<file path="config.mk">
export PLATFORM = sky130hd
export DESIGN_NAME = i2s_mic_capture
export DESIGN_NICKNAME = d
export VERILOG_FILES = /design/src/rtl/i2s_mic_capture.sv
export SDC_FILE = /design/constraint.sdc
export NUM_CORES = 1
export LEC_CHECK = 0
export BUFFER_PORTS_ARGS = -buffer_cell sky130_fd_sc_hd__buf_2
export CORE_ASPECT_RATIO = 0.7
export CORE_MARGIN = 4
export CORE_UTILIZATION = 40
export CTS_BUF_LIST = sky130_fd_sc_hd__clkbuf_8
export DETAILED_ROUTE_END_ITERATION = 6
export SLEW_MARGIN = 20
export SYNTH_ARGS = -nofsm -noshare
export SYNTH_HDL_FRONTEND = slang
export SYNTH_SLANG_ARGS = --single-unit
</file>
<file path="constraint.sdc">
create_clock -name clk -period 4.8 [get_ports clk]
set_input_delay 0.96 -clock clk [delete_from_list [all_inputs] [get_ports clk]]
set_output_delay 0.96 -clock clk [all_outputs]
set_load 0.05 [all_outputs]
</file>
<file path="src/rtl/i2s_mic_capture.sv">
// i2s_mic_capture: drives an INMP441-style I2S MEMS microphone (SCK/WS),
// deserialises one channel of SD and presents a held signed 24-bit sample
// with a one-clk strobe per audio frame.
// Optional DC-removal stage is compiled in with `define I2S_MIC_DC_REMOVE_EN.
module i2s_mic_capture #(
    parameter int unsigned SCK_HALF_PERIOD = 8,
    parameter int unsigned CHANNEL         = 0,
    parameter int unsigned DC_SHIFT        = 10
) (
    input  logic        clk,
    input  logic        rst,
    output logic        sck_o,
    output logic        ws_o,
    input  logic        sd_i,
    output logic [23:0] mic_o,
    output logic        mic_valid_o
);

    localparam int unsigned SAMPLE_W = 24;
    localparam int unsigned SLOT_W   = 6;
    localparam int unsigned DIV_W    = (SCK_HALF_PERIOD > 1) ? $clog2(SCK_HALF_PERIOD) : 1;
    localparam logic [DIV_W-1:0] DIV_LAST = DIV_W'(SCK_HALF_PERIOD - 1);
    localparam logic CH_SEL = 1'(CHANNEL);
    localparam logic [4:0] FIRST_BIT_SLOT = 5'd1;
    localparam logic [4:0] LAST_BIT_SLOT  = 5'd24;

    // Reject parameter values the divider and filter cannot support
    if (SCK_HALF_PERIOD < 2) begin : g_bad_half_period
        $error("i2s_mic_capture: SCK_HALF_PERIOD must be at least 2");
    end
    if (DC_SHIFT == 0 || DC_SHIFT > 32) begin : g_bad_dc_shift
        $error("i2s_mic_capture: DC_SHIFT must be in 1..32");
    end

    logic [DIV_W-1:0]    div_q,   div_d;
    logic                sck_q,   sck_d;
    logic [SLOT_W-1:0]   slot_q,  slot_d;
    logic                ws_q,    ws_d;
    logic [SAMPLE_W-1:0] shift_q, shift_d;
    logic                done_q,  done_d;
    logic [SAMPLE_W-1:0] mic_q,   mic_d;
    logic                valid_q, valid_d;

    logic                div_tc;
    logic                rise_evt;
    logic                fall_evt;
    logic [4:0]          slot_lo;
    logic                in_window;
    logic [SAMPLE_W-1:0] sample_out;

    // Event decode: SCK toggles at the divider terminal count
    always_comb begin
        div_tc    = (div_q == DIV_LAST);
        rise_evt  = div_tc & ~sck_q;
        fall_evt  = div_tc &  sck_q;
        slot_lo   = slot_q[4:0];
        in_window = (ws_q == CH_SEL)
                  && (slot_lo >= FIRST_BIT_SLOT)
                  && (slot_lo <= LAST_BIT_SLOT);
    end

`ifdef I2S_MIC_DC_REMOVE_EN
    localparam int unsigned ACC_W = SAMPLE_W + DC_SHIFT;
    localparam logic [SAMPLE_W-1:0] SAT_POS = 24'h7F_FFFF;
    localparam logic [SAMPLE_W-1:0] SAT_NEG = 24'h80_0000;

    logic signed [ACC_W-1:0]    acc_q, acc_d;
    logic signed [SAMPLE_W-1:0] avg;
    logic signed [SAMPLE_W-1:0] x_s;
    logic signed [SAMPLE_W:0]   diff;

    // DC-blocked sample: subtract running average, saturate to 24 bits
    always_comb begin
        x_s  = $signed(shift_q);
        avg  = SAMPLE_W'(acc_q >>> DC_SHIFT);
        diff = (SAMPLE_W+1)'(x_s) - (SAMPLE_W+1)'(avg);
        if (diff[SAMPLE_W] != diff[SAMPLE_W-1]) begin
            sample_out = diff[SAMPLE_W] ? SAT_NEG : SAT_POS;
        end else begin
            sample_out = diff[SAMPLE_W-1:0];
        end
        acc_d = acc_q;
        if (done_q) begin
            acc_d = acc_q + ACC_W'(x_s) - ACC_W'(avg);
        end
    end

    // Leaky-average accumulator, one update per completed sample
    always_ff @(posedge clk or posedge rst) begin
        if (rst) begin
            acc_q <= '0;
        end else begin
            acc_q <= acc_d;
        end
    end
`else
    // Raw sample passes straight through
    always_comb begin
        sample_out = shift_q;
    end
`endif

    // Next-state logic for divider, slot counter, shifter and output stage
    always_comb begin
        div_d   = div_tc ? '0 : div_q + DIV_W'(1);
        sck_d   = sck_q ^ div_tc;
        slot_d  = fall_evt ? slot_q + SLOT_W'(1) : slot_q;
        ws_d    = slot_d[SLOT_W-1];
        shift_d = shift_q;
        done_d  = 1'b0;
        mic_d   = mic_q;
        valid_d = 1'b0;

        if (rise_evt && in_window) begin
            shift_d = {shift_q[SAMPLE_W-2:0], sd_i};
            done_d  = (slot_lo == LAST_BIT_SLOT);
        end

        if (done_q) begin
            mic_d   = sample_out;
            valid_d = 1'b1;
        end
    end

    // State registers; reset discards any partial frame
    always_ff @(posedge clk or posedge rst) begin
        if (rst) begin
            div_q   <= '0;
            sck_q   <= 1'b0;
            slot_q  <= '0;
            ws_q    <= 1'b0;
            shift_q <= '0;
            done_q  <= 1'b0;
            mic_q   <= '0;
            valid_q <= 1'b0;
        end else begin
            div_q   <= div_d;
            sck_q   <= sck_d;
            slot_q  <= slot_d;
            ws_q    <= ws_d;
            shift_q <= shift_d;
            done_q  <= done_d;
            mic_q   <= mic_d;
            valid_q <= valid_d;
        end
    end

    assign sck_o       = sck_q;
    assign ws_o        = ws_q;
    assign mic_o       = mic_q;
    assign mic_valid_o = valid_q;

endmodule

</file>
# Word-level counts from Yosys, hierarchy flattened
# Cells that the tools add are included.
# totals
register_bits	60
inputBits	3
latchBits	0
rom_bits	0
ram_bits	0
memories	0
output_inout_bits	27
# op_classes
n_shift	0
magnitude_cmp	2
reduce_logical	3
n_bitwise	5
addsub	2
n_eq_ne	2
div_mod_pow	0
mux	3
n_mul	0
# ops
cell	count
$add A6 B1 Y6 const B	1
$eq A5 B5 Y1 const B	1
$ge A5 B1 Y1 const B	1
$le A5 B5 Y1 const B	1
$add A3 B1 Y3 const B	1
$eq A3 B3 Y1 const B	1
$logic_and A1 B1 Y1	3
$mux W3	1
$and A1 B1 Y1	2
$mux W1	2
$not A1 Y1	2
$xor A1 B1 Y1	1

# Logic depth before layout (Yosys ltp)
# depth
word_depth	5
depth_mapped	8
ltp_nobuf	6

# Worst setup path before layout
# Ideal clock, no wire load.
# synth_path
kind	flip-flop to flip-flop
startpoint	register slot_q[0]
endpoint	register shift_q[10] (netlist: sample_out[10])
arrival_ns	1.838
stages_incl_launch_ff	8
path_slack_ns	2.837
period_less_slack_ns	1.963
cell_sequence	dfrtp_1 > ha_1 > or4_1 > nor3_1 > or4b_1 > buf_6 > buf_6 > mux2_4
# synth_between
elab_chain_len	4
word_cells_on_any_way	5
cone_classes	order compare (2); reduce/logical (3)
# synth_lines
item	line_no	text
start, declared	37	logic [SLOT_W-1:0] slot_q, slot_d;
start signal, assigned	139	slot_q <= slot_d;
$ge A5 B1 Y1	58	&& (slot_lo >= FIRST_BIT_SLOT)
$logic_and A1 B1 Y1	58	
$logic_and A1 B1 Y1 (*)	59	&& (slot_lo <= LAST_BIT_SLOT);
$logic_and A1 B1 Y1 (*)	114	if (rise_evt && in_window) begin
end signal, assigned	141	shift_q <= shift_d;
end, declared	39	logic [SAMPLE_W-1:0] shift_q, shift_d;
# Mark *: on every way between the ends. The rest lies on a longest branch, timed or not.
# A chain may end at the register's enable or synchronous reset.

# Worst setup path after layout
# layout_path
startpoint	register slot_q[0]
endpoint	register shift_q[21] (netlist: sample_out[21])
# Same word-level chain as after synthesis.

==> results.ini <==
[timing]
skew_ps = 6.278
slew_violations = 0
setup_ws_ps = 2572
final-setup-viol-count = 0
tns_ps = 0
finalCriticalPeriod_ps = 2228
relSlewSlack_pct = 31.05
max_freq_ghz = 0.4488
finalHoldViolCount = 0
period_share_pct = 46.42
rsz0062_at_grt = false
worst_slew_pin_slew_ps = 1034

[power_and_ir_drop]
leakage_nw = 1.545
power.density_nw_per_um2 = 321.4
comb_power_share_pct = 1.4
irDropWorstVdd_v = 0.0001515
clkPwrFrac_pct = 41.2
power.net_switching_w = 0.0001853
intPower_w = 0.0007006
p_sw_share_pct = 20.92
seqPwrFrac_pct = 57.4

[die]
num_io_pins = 30
design.die.area_um2 = 7323
rows = 23
initial_core_util_pct = 41.70
core_area_um2 = 5756
dieWidth_um = 100.6
die_height_um = 72.81

[clocking]
cts_resized = 0
cts_root_buf = clkbuf_8
cts_made_buffers = 9
post-cts-setup-buffers = 0
clock_path_buffers = 2
cts_hold_buffers = 0
tritoncts = done
cts.sinks = 60
clk_pin_slew_ps = 60
clk_latency_ps = 330
htree_num_levels = 3

[critical_path]
reg2reg_to = sample_out[21]$_DFFE_PP0P_
slowest_stage = dfrtp_1
crit_required_ps = 5010
reg2reg_depth = 6
startpoint_type = flip-flop
crit_arrival_ps = 2430
worstReg2RegStart = slot_q[0]$_DFFE_PP0P_
path_cells = ha_1, or4_1, nor3_1, or4b_1, buf_4, mux2_2
crit_fanout = 25
r2r_slack_ps = 2570
worstSetupEndpointType = flip-flop
crit_type = reg -> reg
slowest_delay_ps = 440

[route]
route.vias.total = 1202
drt_iter0_drc = 61
drtPass1Iterations = 3
antenna_left = 0
vias_per_cell = 4.623
wl_um = 3722
routedWlPerCell_um = 14.32
drc = 0

[yosys]
synth_top_family_by_area = multiplexers
syn_inst = 146
synth_simple_gate_area_share_pct = 2.868
synth_compound_area_share_pct = 0.4171
synth_area_um2 = 2400
synth_top_area_share_pct = 62.57
ys_warn_count = 0
synthMuxAreaShare_pct = 25.50
yosysTopAreaCell = dfrtp_1
ys_types = 20
yosysSeqAreaShare_pct = 62.57
synth.area.top_cells = dfrtp_1 (63%), mux2_2 (14%), mux2_4 (12%), ha_1 (3.6%), xnor2_1 (1.1%)
synth-seq-cells = 60
synth_area_per_cell_um2 = 16.44
synth_fa_ha_area_share_pct = 3.650
synth_nets = 156
synth-xor-area-share_pct = 1.825

[worst_hold_path]
whs_endpoint = div_q[0]$_DFF_PP0_
min_path_cells = 1
hp-class = reg -> reg
min_from = div_q[0]$_DFF_PP0_

[global_route]
grt_max_degree = 61
antenna_found_initial = 0
track_usage_pct = 12.21
grt_pass1_vias = 1330
grt_overflow_total = 0
grt_pass1_wl_um = 6589

[final_layout]
syn2layout_area_growth_pct = 14.86
instances_no_fill = 260
design_area_um2 = 2756
fin_util_pct = 47.89
fin_nets = 192
fillers = 520
layout-drive-gt1-share_pct = 50.27
antennaDiodeCount = 0

[flow_run]
maxCapViolations = 0

[placed_design]
io_buffer_count = 29
gp_congestion = 0.6588
dpl.hpwl_um = 2451
placed_cell_area_um2 = 2600
place_ws_ps = 2564
placed_cells = 246

[run_status]
outcome = finished clean

cell usage in the layout, fill, tap and decap left out, drive strengths merged, types with 3 or more instances in the layout:
cell,instances
buf,31
clkbuf,10
clkinv,3
dfrtp,60
ha,7
inv,7
mux2,48
nand2,3
xnor2,3
power groups by stage:
| stage | registers, W | logic, W | clock network [W] |
|---|---|---|---|
| finish | 0.000508 | 0.0000127 | 0.000365 |
| global route | 0.000508 | 0.0000155 | 0.000413 |
| CTS | 0.000508 | 0.0000136 | 0.000385 |
| detailed placement | 0.000517 | 0.0000136 | 0 |
| global placement | 0.000517 | 0.0000131 | 0 |
| floorplan | 0.000517 | 0.00000927 | 0 |
worst max-delay path by stage:
stage | startpoint | end | slack (ps)
6_report | slot_q[0]$_DFFE_PP0P_ | sample_out[21]$_DFFE_PP0P_ | 2570
5_1_grt | slot_q[0]$_DFFE_PP0P_ | sample_out[21]$_DFFE_PP0P_ | 2440
4_1_cts | slot_q[0]$_DFFE_PP0P_ | sample_out[20]$_DFFE_PP0P_ | 2560
3_5_place_dp | slot_q[0]$_DFFE_PP0P_ | sample_out[20]$_DFFE_PP0P_ | 2560
3_3_place_gp | slot_q[0]$_DFFE_PP0P_ | sample_out[22]$_DFFE_PP0P_ | 2660
2_1_floorplan | rst | div_q[0]$_DFF_PP0_ | 2360
through the flow:
| stage | power [W] | hold WS, ps |
|---|---|---|
| after detailed placement | 0.0005310 | 419.9 |
| after floorplan | 0.0005263 | 351.9 |
| after CTS | 0.0009069 | 428.3 |
| after global routing | 0.0009362 | 475.0 |
| after global placement | 0.0005303 | 413.8 |
| final | 0.0008859 | 424.4 |
layout make-up:
cell class                      instances  area (um^2)  area share, %
Tap cell                               75        93.84          3.404
Clock inverter                          4        18.77         0.6809
Clock buffer                           10        137.6          4.993
Inverter                                6        22.52         0.8171
Multi-Input combinational cell         74        822.0          29.82
Timing Repair Buffer                   31        160.2          5.810
Sequential cell                        60         1501          54.47
critical path: cells and delay by family (launching register included):
kind | cells | cell delay [ps]
mux | 1 | 390
flops | 1 | 440
fa+ha+maj | 1 | 230
simple gates | 3 | 680
buf+inv | 1 | 360
state kept, by name (all words and copies together) (netlist names):
name / flops
ws_o: 1
sample_out: 24
done_q: 1
mic_valid_o: 1
mic_o: 24
slot_q: 5
div_q: 3
sck_o: 1
layer usage:
| metal | vias to the layer above | part of all wire [%] | track usage, % |
|---|---|---|---|
| met4 | 0 | 1.5 | 4.036 |
| met3 | 6 | 5.7 | 7.641 |
| met5 | - | 0 | 0 |
| li1 | 578 | - | - |
| met1 | 591 | 48 | 15.85 |
| met2 | 27 | 45 | 16.70 |
synthesized netlist by cell type (all sizes together):
cell / count
xnor2: 3
or4b: 1
o21ai: 1
nor2b: 1
ha: 7
nor2: 2
dfrtp: 60
buf: 3
or4: 1
mux2: 48
a21oi: 1
nor3: 1
nor4b: 1
inv: 6
nand4: 2
nand2: 3
clkbuf: 3
xor2: 2
cells by family (layout without fill, tap and decap cells):
group / count (synthesis) / count (layout)
flops: 60 / 60
fa+ha+maj: 7 / 7
xor+xnor: 5 / 5
buf+inv: 12 / 51
compound gates: 2 / 2
simple gates: 12 / 12
mux: 48 / 48
Power figures use the tool's default switching activity.
